==> src/rtl/hss_prt_pkg.sv <==
`default_nettype none
// ============================================================================
// Module      : hss_prt_pkg
// Description : Shared widths, default timing constants and FSM state encoding
//               for the HSS register-port initiator.
// Revision    : 1.0
// ============================================================================
package hss_prt_pkg;

    localparam int HSS_PRT_ADDR_W    = 11;
    localparam int HSS_PRT_DATA_W    = 16;

    localparam int HSS_PRT_SETUP_CYC = 2;
    localparam int HSS_PRT_AEN_CYC   = 4;
    localparam int HSS_PRT_HOLD_CYC  = 2;
    localparam int HSS_PRT_RD_LAT    = 8;
    localparam int HSS_PRT_TIMEOUT   = 1023;

    typedef enum logic [2:0] {
        ST_IDLE    = 3'd0,
        ST_SETUP   = 3'd1,
        ST_STROBE  = 3'd2,
        ST_HOLD    = 3'd3,
        ST_WAIT_RD = 3'd4,
        ST_RESP    = 3'd5
    } hss_prt_state_e;

    function automatic int hss_prt_max(input int a, input int b);
        return (a > b) ? a : b;
    endfunction

endpackage
`default_nettype wire

==> src/rtl/hss_prt_initiator_if.sv <==
`default_nettype none
// ============================================================================
// Module      : hss_prt_initiator_if
// Description : Request/response handshake bundle between a requester and the
//               HSS register-port initiator.
// Revision    : 1.0
// ============================================================================
interface hss_prt_initiator_if;
    import hss_prt_pkg::*;

    logic                      req_valid;
    logic                      req_ready;
    logic                      req_write;
    logic [HSS_PRT_ADDR_W-1:0] req_addr;
    logic [HSS_PRT_DATA_W-1:0] req_wdata;
    logic                      rsp_valid;
    logic [HSS_PRT_DATA_W-1:0] rsp_rdata;
    logic                      rsp_err;

    modport master (
        output req_valid, req_write, req_addr, req_wdata,
        input  req_ready, rsp_valid, rsp_rdata, rsp_err
    );

    modport slave (
        input  req_valid, req_write, req_addr, req_wdata,
        output req_ready, rsp_valid, rsp_rdata, rsp_err
    );

endinterface
`default_nettype wire

==> src/rtl/hss_sync2.sv <==
`default_nettype none
// ============================================================================
// Module      : hss_sync2
// Description : Parameterized-width two-flop synchronizer, async reset to 0.
// Revision    : 1.0
// ============================================================================
module hss_sync2 #(
    parameter int WIDTH = 1
) (
    input  wire logic             clk,
    input  wire logic             rst,
    input  wire logic [WIDTH-1:0] i_d,
    output logic      [WIDTH-1:0] o_q
);

    logic [WIDTH-1:0] r_meta;
    logic [WIDTH-1:0] r_sync;

    always_ff @(posedge clk or posedge rst) begin
        if (rst) begin
            r_meta <= '0;
            r_sync <= '0;
        end else begin
            r_meta <= i_d;
            r_sync <= r_meta;
        end
    end

    assign o_q = r_sync;

endmodule
`default_nettype wire

==> src/rtl/hss_prt_initiator.sv <==
`default_nettype none
// ============================================================================
// Module      : hss_prt_initiator
// Description : Sequences single read/write requests onto the HSSPRT pins with
//               fixed setup/strobe/hold windows and a fixed read latency.
//               Optional request timeout: HSS_PRT_TIMEOUT_EN.
// Revision    : 1.0
// ============================================================================
module hss_prt_initiator
    import hss_prt_pkg::*;
#(
    parameter int SETUP_CYC = HSS_PRT_SETUP_CYC,
    parameter int AEN_CYC   = HSS_PRT_AEN_CYC,
    parameter int HOLD_CYC  = HSS_PRT_HOLD_CYC,
    parameter int RD_LAT    = HSS_PRT_RD_LAT,
    parameter int TIMEOUT   = HSS_PRT_TIMEOUT
) (
    input  wire logic                      clk,
    input  wire logic                      rst,
    hss_prt_initiator_if.slave             bus,
    output logic                           link_up,
    input  wire logic                      HSSPLLLOCKA,
    input  wire logic                      HSSPLLLOCKB,
    input  wire logic                      HSSPRTREADYA,
    input  wire logic                      HSSPRTREADYB,
    output logic [HSS_PRT_ADDR_W-1:0]      HSSPRTADDR,
    output logic [HSS_PRT_DATA_W-1:0]      HSSPRTDATAIN,
    output logic                           HSSPRTWRITE,
    output logic                           HSSPRTAEN,
    input  wire logic [HSS_PRT_DATA_W-1:0] HSSPRTDATAOUT
);

    localparam int c_CNT_MAX = hss_prt_max(hss_prt_max(hss_prt_max(SETUP_CYC, AEN_CYC),
                                                       hss_prt_max(HOLD_CYC, RD_LAT)),
                                           TIMEOUT);
    localparam int c_CNT_W   = $clog2(c_CNT_MAX + 1);

    logic [3:0]                w_status_sync;
    logic                      r_link_up;
    hss_prt_state_e            r_state;
    hss_prt_state_e            w_next;
    logic [c_CNT_W-1:0]        r_cnt;
    logic                      w_ready;
    logic                      w_accept;
    logic                      w_to_hit;
    logic [HSS_PRT_ADDR_W-1:0] r_addr;
    logic [HSS_PRT_DATA_W-1:0] r_wdata;
    logic                      r_write;
    logic                      r_err;
    logic [HSS_PRT_DATA_W-1:0] r_rdata;

    hss_sync2 #(
        .WIDTH (4)
    ) u_sync (
        .clk (clk),
        .rst (rst),
        .i_d ({HSSPLLLOCKA, HSSPLLLOCKB, HSSPRTREADYA, HSSPRTREADYB}),
        .o_q (w_status_sync)
    );

    always_ff @(posedge clk or posedge rst) begin
        if (rst) begin
            r_link_up <= 1'b0;
        end else begin
            r_link_up <= &w_status_sync;
        end
    end

`ifdef HSS_PRT_TIMEOUT_EN
    logic [c_CNT_W-1:0] r_to_cnt;

    // Counts only while a request is stalled purely by a down link.
    always_ff @(posedge clk or posedge rst) begin
        if (rst) begin
            r_to_cnt <= '0;
        end else if ((r_state != ST_IDLE) || !bus.req_valid || r_link_up) begin
            r_to_cnt <= '0;
        end else if (!w_to_hit) begin
            r_to_cnt <= r_to_cnt + 1'b1;
        end
    end

    assign w_to_hit = (r_to_cnt == c_CNT_W'(TIMEOUT));
`else
    assign w_to_hit = 1'b0;
`endif

    assign w_ready  = (r_state == ST_IDLE) && (r_link_up || w_to_hit);
    assign w_accept = w_ready && bus.req_valid;

    function automatic logic [c_CNT_W-1:0] f_load(input hss_prt_state_e s);
        case (s)
            ST_SETUP:   f_load = c_CNT_W'(SETUP_CYC - 1);
            ST_STROBE:  f_load = c_CNT_W'(AEN_CYC - 1);
            ST_HOLD:    f_load = c_CNT_W'(HOLD_CYC - 1);
            ST_WAIT_RD: f_load = c_CNT_W'(RD_LAT - 1);
            default:    f_load = '0;
        endcase
    endfunction

    // State register and the shared dwell counter, reloaded on every entry.
    always_ff @(posedge clk or posedge rst) begin
        if (rst) begin
            r_state <= ST_IDLE;
            r_cnt   <= '0;
        end else begin
            r_state <= w_next;
            if (w_next != r_state) begin
                r_cnt <= f_load(w_next);
            end else if (r_cnt != '0) begin
                r_cnt <= r_cnt - 1'b1;
            end
        end
    end

    always_comb begin
        w_next = r_state;
        case (r_state)
            ST_IDLE: begin
                if (w_accept) begin
                    w_next = r_link_up ? ST_SETUP : ST_RESP;
                end
            end
            ST_SETUP: begin
                if (r_cnt == '0) w_next = ST_STROBE;
            end
            ST_STROBE: begin
                if (r_cnt == '0) w_next = ST_HOLD;
            end
            ST_HOLD: begin
                if (r_cnt == '0) w_next = r_write ? ST_RESP : ST_WAIT_RD;
            end
            ST_WAIT_RD: begin
                if (r_cnt == '0) w_next = ST_RESP;
            end
            ST_RESP: begin
                w_next = ST_IDLE;
            end
            default: begin
                w_next = ST_IDLE;
            end
        endcase
    end

    // Pin values are latched only for a real transaction; a timed-out request
    // leaves the macro interface untouched.
    always_ff @(posedge clk or posedge rst) begin
        if (rst) begin
            r_addr  <= '0;
            r_wdata <= '0;
            r_write <= 1'b0;
            r_err   <= 1'b0;
            r_rdata <= '0;
        end else begin
            if (w_accept) begin
                r_err   <= !r_link_up;
                r_rdata <= '0;
                if (r_link_up) begin
                    r_addr  <= bus.req_addr;
                    r_wdata <= bus.req_wdata;
                    r_write <= bus.req_write;
                end
            end else begin
                if ((r_state != ST_IDLE) && (r_state != ST_RESP) && !r_link_up) begin
                    r_err <= 1'b1;
                end
                if ((r_state == ST_WAIT_RD) && (r_cnt == '0)) begin
                    r_rdata <= HSSPRTDATAOUT;
                end
            end
        end
    end

    always_comb begin
        bus.req_ready = w_ready;
        bus.rsp_valid = (r_state == ST_RESP);
        bus.rsp_err   = (r_state == ST_RESP) && r_err;
        bus.rsp_rdata = '0;
        if ((r_state == ST_RESP) && !r_write && !r_err) begin
            bus.rsp_rdata = r_rdata;
        end
        HSSPRTAEN     = (r_state == ST_STROBE);
        HSSPRTADDR    = r_addr;
        HSSPRTDATAIN  = r_wdata;
        HSSPRTWRITE   = r_write;
        link_up       = r_link_up;
    end

endmodule
`default_nettype wire

==> src/flat_wrapper.sv <==
// flat-port wrapper written by rule: the top's interface ports become plain ports
module hss_prt_initiator_flat import hss_prt_pkg::*;
#(
    parameter int SETUP_CYC = HSS_PRT_SETUP_CYC,
    parameter int AEN_CYC   = HSS_PRT_AEN_CYC,
    parameter int HOLD_CYC  = HSS_PRT_HOLD_CYC,
    parameter int RD_LAT    = HSS_PRT_RD_LAT,
    parameter int TIMEOUT   = HSS_PRT_TIMEOUT
)
  (clk, rst, link_up, HSSPLLLOCKA, HSSPLLLOCKB, HSSPRTREADYA, HSSPRTREADYB, HSSPRTADDR, HSSPRTDATAIN, HSSPRTWRITE, HSSPRTAEN, HSSPRTDATAOUT, bus_req_valid, bus_req_write, bus_req_addr, bus_req_wdata, bus_req_ready, bus_rsp_valid, bus_rsp_rdata, bus_rsp_err);
  hss_prt_initiator_if bus_i ();
  input  wire logic clk;
  input  wire logic rst;
  output logic link_up;
  input  wire logic HSSPLLLOCKA;
  input  wire logic HSSPLLLOCKB;
  input  wire logic HSSPRTREADYA;
  input  wire logic HSSPRTREADYB;
  output logic [HSS_PRT_ADDR_W-1:0] HSSPRTADDR;
  output logic [HSS_PRT_DATA_W-1:0] HSSPRTDATAIN;
  output logic HSSPRTWRITE;
  output logic HSSPRTAEN;
  input  wire logic [HSS_PRT_DATA_W-1:0] HSSPRTDATAOUT;
  input wire logic [$bits(bus_i.req_valid)-1:0] bus_req_valid;
  input wire logic [$bits(bus_i.req_write)-1:0] bus_req_write;
  input wire logic [$bits(bus_i.req_addr)-1:0] bus_req_addr;
  input wire logic [$bits(bus_i.req_wdata)-1:0] bus_req_wdata;
  output wire logic [$bits(bus_i.req_ready)-1:0] bus_req_ready;
  output wire logic [$bits(bus_i.rsp_valid)-1:0] bus_rsp_valid;
  output wire logic [$bits(bus_i.rsp_rdata)-1:0] bus_rsp_rdata;
  output wire logic [$bits(bus_i.rsp_err)-1:0] bus_rsp_err;
  assign bus_i.req_valid = bus_req_valid;
  assign bus_i.req_write = bus_req_write;
  assign bus_i.req_addr = bus_req_addr;
  assign bus_i.req_wdata = bus_req_wdata;
  assign bus_req_ready = bus_i.req_ready;
  assign bus_rsp_valid = bus_i.rsp_valid;
  assign bus_rsp_rdata = bus_i.rsp_rdata;
  assign bus_rsp_err = bus_i.rsp_err;
  hss_prt_initiator #(.SETUP_CYC(SETUP_CYC), .AEN_CYC(AEN_CYC), .HOLD_CYC(HOLD_CYC), .RD_LAT(RD_LAT), .TIMEOUT(TIMEOUT)) u_core (.clk(clk), .rst(rst), .bus(bus_i), .link_up(link_up), .HSSPLLLOCKA(HSSPLLLOCKA), .HSSPLLLOCKB(HSSPLLLOCKB), .HSSPRTREADYA(HSSPRTREADYA), .HSSPRTREADYB(HSSPRTREADYB), .HSSPRTADDR(HSSPRTADDR), .HSSPRTDATAIN(HSSPRTDATAIN), .HSSPRTWRITE(HSSPRTWRITE), .HSSPRTAEN(HSSPRTAEN), .HSSPRTDATAOUT(HSSPRTDATAOUT));
endmodule
==> config.mk <==
export PLATFORM = sky130hd
export DESIGN_NAME = hss_prt_initiator_flat
export DESIGN_NICKNAME = d
export VERILOG_FILES = /design/src/rtl/hss_prt_pkg.sv /design/src/rtl/hss_prt_initiator_if.sv /design/src/rtl/hss_sync2.sv /design/src/rtl/hss_prt_initiator.sv /design/src/flat_wrapper.sv
export SDC_FILE = /design/constraint.sdc
export NUM_CORES = 1
export LEC_CHECK = 0
export CORE_MARGIN = 2
export CORE_UTILIZATION = 41
export CTS_BUF_LIST = sky130_fd_sc_hd__clkbuf_8 sky130_fd_sc_hd__clkbuf_16
export CTS_CLUSTER_SIZE = 24
export DETAILED_ROUTE_END_ITERATION = 6
export MAX_ROUTING_LAYER = met4
export PLACE_DENSITY = 0.74
export SLEW_MARGIN = 20
export SYNTH_ARGS = -nofsm -noshare
export SYNTH_HDL_FRONTEND = slang
export SYNTH_SLANG_ARGS = --single-unit
==> constraint.sdc <==
create_clock -name clk -period 3 [get_ports clk]
set_clock_uncertainty 0.2 [all_clocks]
set_input_delay 0.6 -clock clk [delete_from_list [all_inputs] [get_ports clk]]
set_output_delay 0.6 -clock clk [all_outputs]
set_load 0.03 [all_outputs]
==> impl_metrics.py <==
metrics = {
    "outcome": {
        "outcome": "finished, final reports clean",
    },
    "final_layout": {
        "fin_nets": 482,
        "num-fill-cells": 637,
        "fin_area_mm2": 0.00426,
        "drive_gt1_share_pct": 11.5,
        "num_antenna_cells": 0,
        "syn_to_final_growth_pct": 42.7,
    },
    "placed_design": {
        "dp_hpwl_mm": 4.78,
        "gp_congestion": 0.813,
        "pre_cts_slack_ps": 349,
        "place_area_mm2": 0.00405,
        "port_buffers": 99,
    },
    "synthesis": {
        "synthCells": 328,
        "synthMuxAreaShare_pct": 1.01,
        "synth_xor_xnor_area_share_pct": 1.17,
        "synth_edf_count": 0,
        "synth-compound-area-share_pct": 7.34,
        "async_flop_share_pct": 100,
        "ys_seq_area_share_pct": 56.2,
        "synth_top_family_by_area": "simple AND/OR/NAND/NOR gates",
        "ys_types": 45,
        "synth_fa_ha_area_share_pct": 0.419,
        "synth_seq_cells": 67,
        "yosysWarnings": 0,
        "syn_nets": 380,
        "ys.flop_type": "dfrtp_1",
        "synth_area_mm2": 0.00298,
        "synth_area_per_cell_um2": 9.09,
        "yosys.area_share.simple_pct": 29.5,
    },
    "clock_tree": {
        "ctsHoldBuffers": 0,
        "clkTransAtPathRegs_ps": 70,
        "cts_tree": "yes",
        "h-tree-depth": 3,
        "clockBufferDepth": 2,
        "cts_setup_buffers": 0,
        "cts_num_sinks": 67,
        "root_buffer": "clkbuf_8",
        "cts_buffers": 9,
        "cts_resized": 1,
        "worstSkewPairLatency_ps": 330,
    },
    "global_routing": {
        "grt_overflow_total": 0,
        "grt_pass1_vias": 2408,
        "grt_usage_pct": 19.2,
        "grt_max_degree": 68,
        "grt_pass1_wl_mm": 11.3,
        "grt_antenna_before_repair": 0,
    },
    "die": {
        "coreArea_mm2": 0.00714,
        "die_h_um": 89.3,
        "ios": 100,
        "die-area_mm2": 0.00797,
        "die_w_um": 89.3,
        "start_util_pct": 41.8,
        "rows": 31,
    },
    "setup_path": {
        "slowest_stage": "dfrtp_1",
        "cp_data_arrival_time_ps": 1940,
        "cp_max_fo": 11,
        "required_ps": 2200,
        "worstPathCellList": "or2_1, nor3b_1, dlygate4sd2_1",
        "max_stage_delay_ps": 490,
        "reg2reg_from": "u_core.r_cnt[0]",
        "rrSetupSlack_ps": 600,
        "startpoint": "u_core.r_state[1]",
        "worstRegToRegCells": 6,
        "critical_path_class": "reg2out",
        "end_kind": "primary output",
        "worstReg2RegEnd": "u_core.r_rdata[6]",
        "start_kind": "flop",
    },
    "timing": {
        "fmax_mhz": 365,
        "worstMarginPinSlew_ps": 669,
        "finalMaxSlewViolations": 0,
        "setup_slack_ps": 263,
        "finalSetupViolCount": 0,
        "period_share_pct": 91.2,
        "maxSlewHeadroom_pct": 55.0,
        "fin_crit_ps": 2740,
        "final.setup.tns_ps": 0,
        "worst_hold_slack_ps": 150,
        "rsz0062_at_grt": "no",
        "report.final.hold_viol_count": 0,
    },
    "min_path": {
        "hold_start": "u_core.u_sync.r_meta[3]",
        "worstHoldPathCells": 0,
        "hold_end": "u_core.u_sync.o_q[3]",
        "hp-class": "reg2reg",
    },
    "detailed_routing": {
        "num_vias": 2569,
        "finalWirelength_mm": 6.89,
        "first_iter_violations": 163,
        "post_drt_wl_per_cell_um": 12.9,
        "ant_nets": 0,
        "route.detailed.drc": 0,
        "drt-vias-per-instance": 4.81,
        "drt_pre_antenna_iters": 4,
    },
    "power": {
        "peakVddDrop_mv": 0.549,
        "p_leak_uw": 0.00199,
        "power_density_mw_per_mm2": 835,
    },
    "job": {
        "maxCapViolations": 0,
    },
}
-- worst max-delay path by stage --
stage | endpoint | slack (ps) | cells after the start
after floorplan | u_core.HSSPRTADDR[0] | 520 | 1
after global placement | bus_req_ready | 400 | 3
after detailed placement | bus_req_ready | 350 | 3
after CTS | bus_req_ready | 260 | 3
after global routing | bus_req_ready | 120 | 3
final | bus_req_ready | 260 | 3
-- cells in the mapped netlist (all sizes together) (4+ instances only) --
library cell  number  area [µm²]
nand2            123         462
dfrtp             67        1680
o21ai             20         104
nor2              18        67.6
and2              17         106
buf               14        87.6
a21oi              7        35.0
inv                6        22.5
clkbuf             5        18.8
nor3               5        30.0
or4                5        41.3
nand3              4        20.0
-- area by class of cell --
class,count,area (µm²),share of cell area [%]
timing repair buffer,110,1040,24.6
sequential,67,1680,39.4
inverter,6,22.5,0.529
clock buffer,11,151,3.56
clock inverter,5,52.6,1.23
tap,99,124,2.91
multi-input combinational,236,1180,27.8
-- worst max-delay path: cells and delay by family (launching register included) --
kind	cells	cell delay [ps]
buffers and inverters	1	440
flip-flops	1	490
AND/OR/NAND/NOR	2	670
-- cell usage in the layout, fill, tap and decap left out, drive strengths merged, types with 4 or more instances in the layout --
master	n
nand3	4
and2	17
clkdlybuf4s50	82
buf	27
clkbuf	11
nor3	5
inv	7
nand2	123
nor2	18
a21oi	7
dfrtp	67
o21ai	20
or4	5
-- sequential cells by signal, indices dropped and copies added, names as in the netlist --
register	flops
u_core.link_up	1
u_core.r_state	3
u_core.HSSPRTWRITE	1
u_core.r_rdata	16
u_core.r_cnt	10
u_core.r_err	1
u_core.HSSPRTADDR	11
u_core.u_sync.o_q	4
u_core.HSSPRTDATAIN	16
u_core.u_sync.r_meta	4
-- logic make-up after synthesis --
logic type | Yosys count
muxes | 3
buffers and inverters | 25
xor gates and xnor gates | 4
DFF | 67
AOI/OAI and AO/OA | 37
and+or+nand+nor | 191
adders and majority gates | 1
-- metrics by stage --
| stage | instances | util, % | power [µW] |
|---|---|---|---|
| final | 534 | 59.6 | 3550 |
| after global routing | 534 | 59.6 | 3780 |
| after CTS | 534 | 59.6 | 3580 |
| after detailed placement | 518 | 56.8 | 2810 |
| after global placement | 518 | 56.8 | 2780 |
| after floorplan | 328 | - | 2210 |
-- report_power, final --
group / internal, µW / switching [µW] / leakage [µW]
Clock: 425 / 328 / 0.000110
Sequential: 1160 / 223 / 0.000863
Combinational: 614 / 800 / 0.00101
-- routing by layer --
layer  vias up  wire [µm]  global-route usage (%)
met5         -          0                       -
met4         0         96                    7.33
met3        11        416                    6.09
met2        80       3390                    29.6
met1      1203       2990                    23.6
li1       1275          -                       -
(Power assumes the default switching activity.)
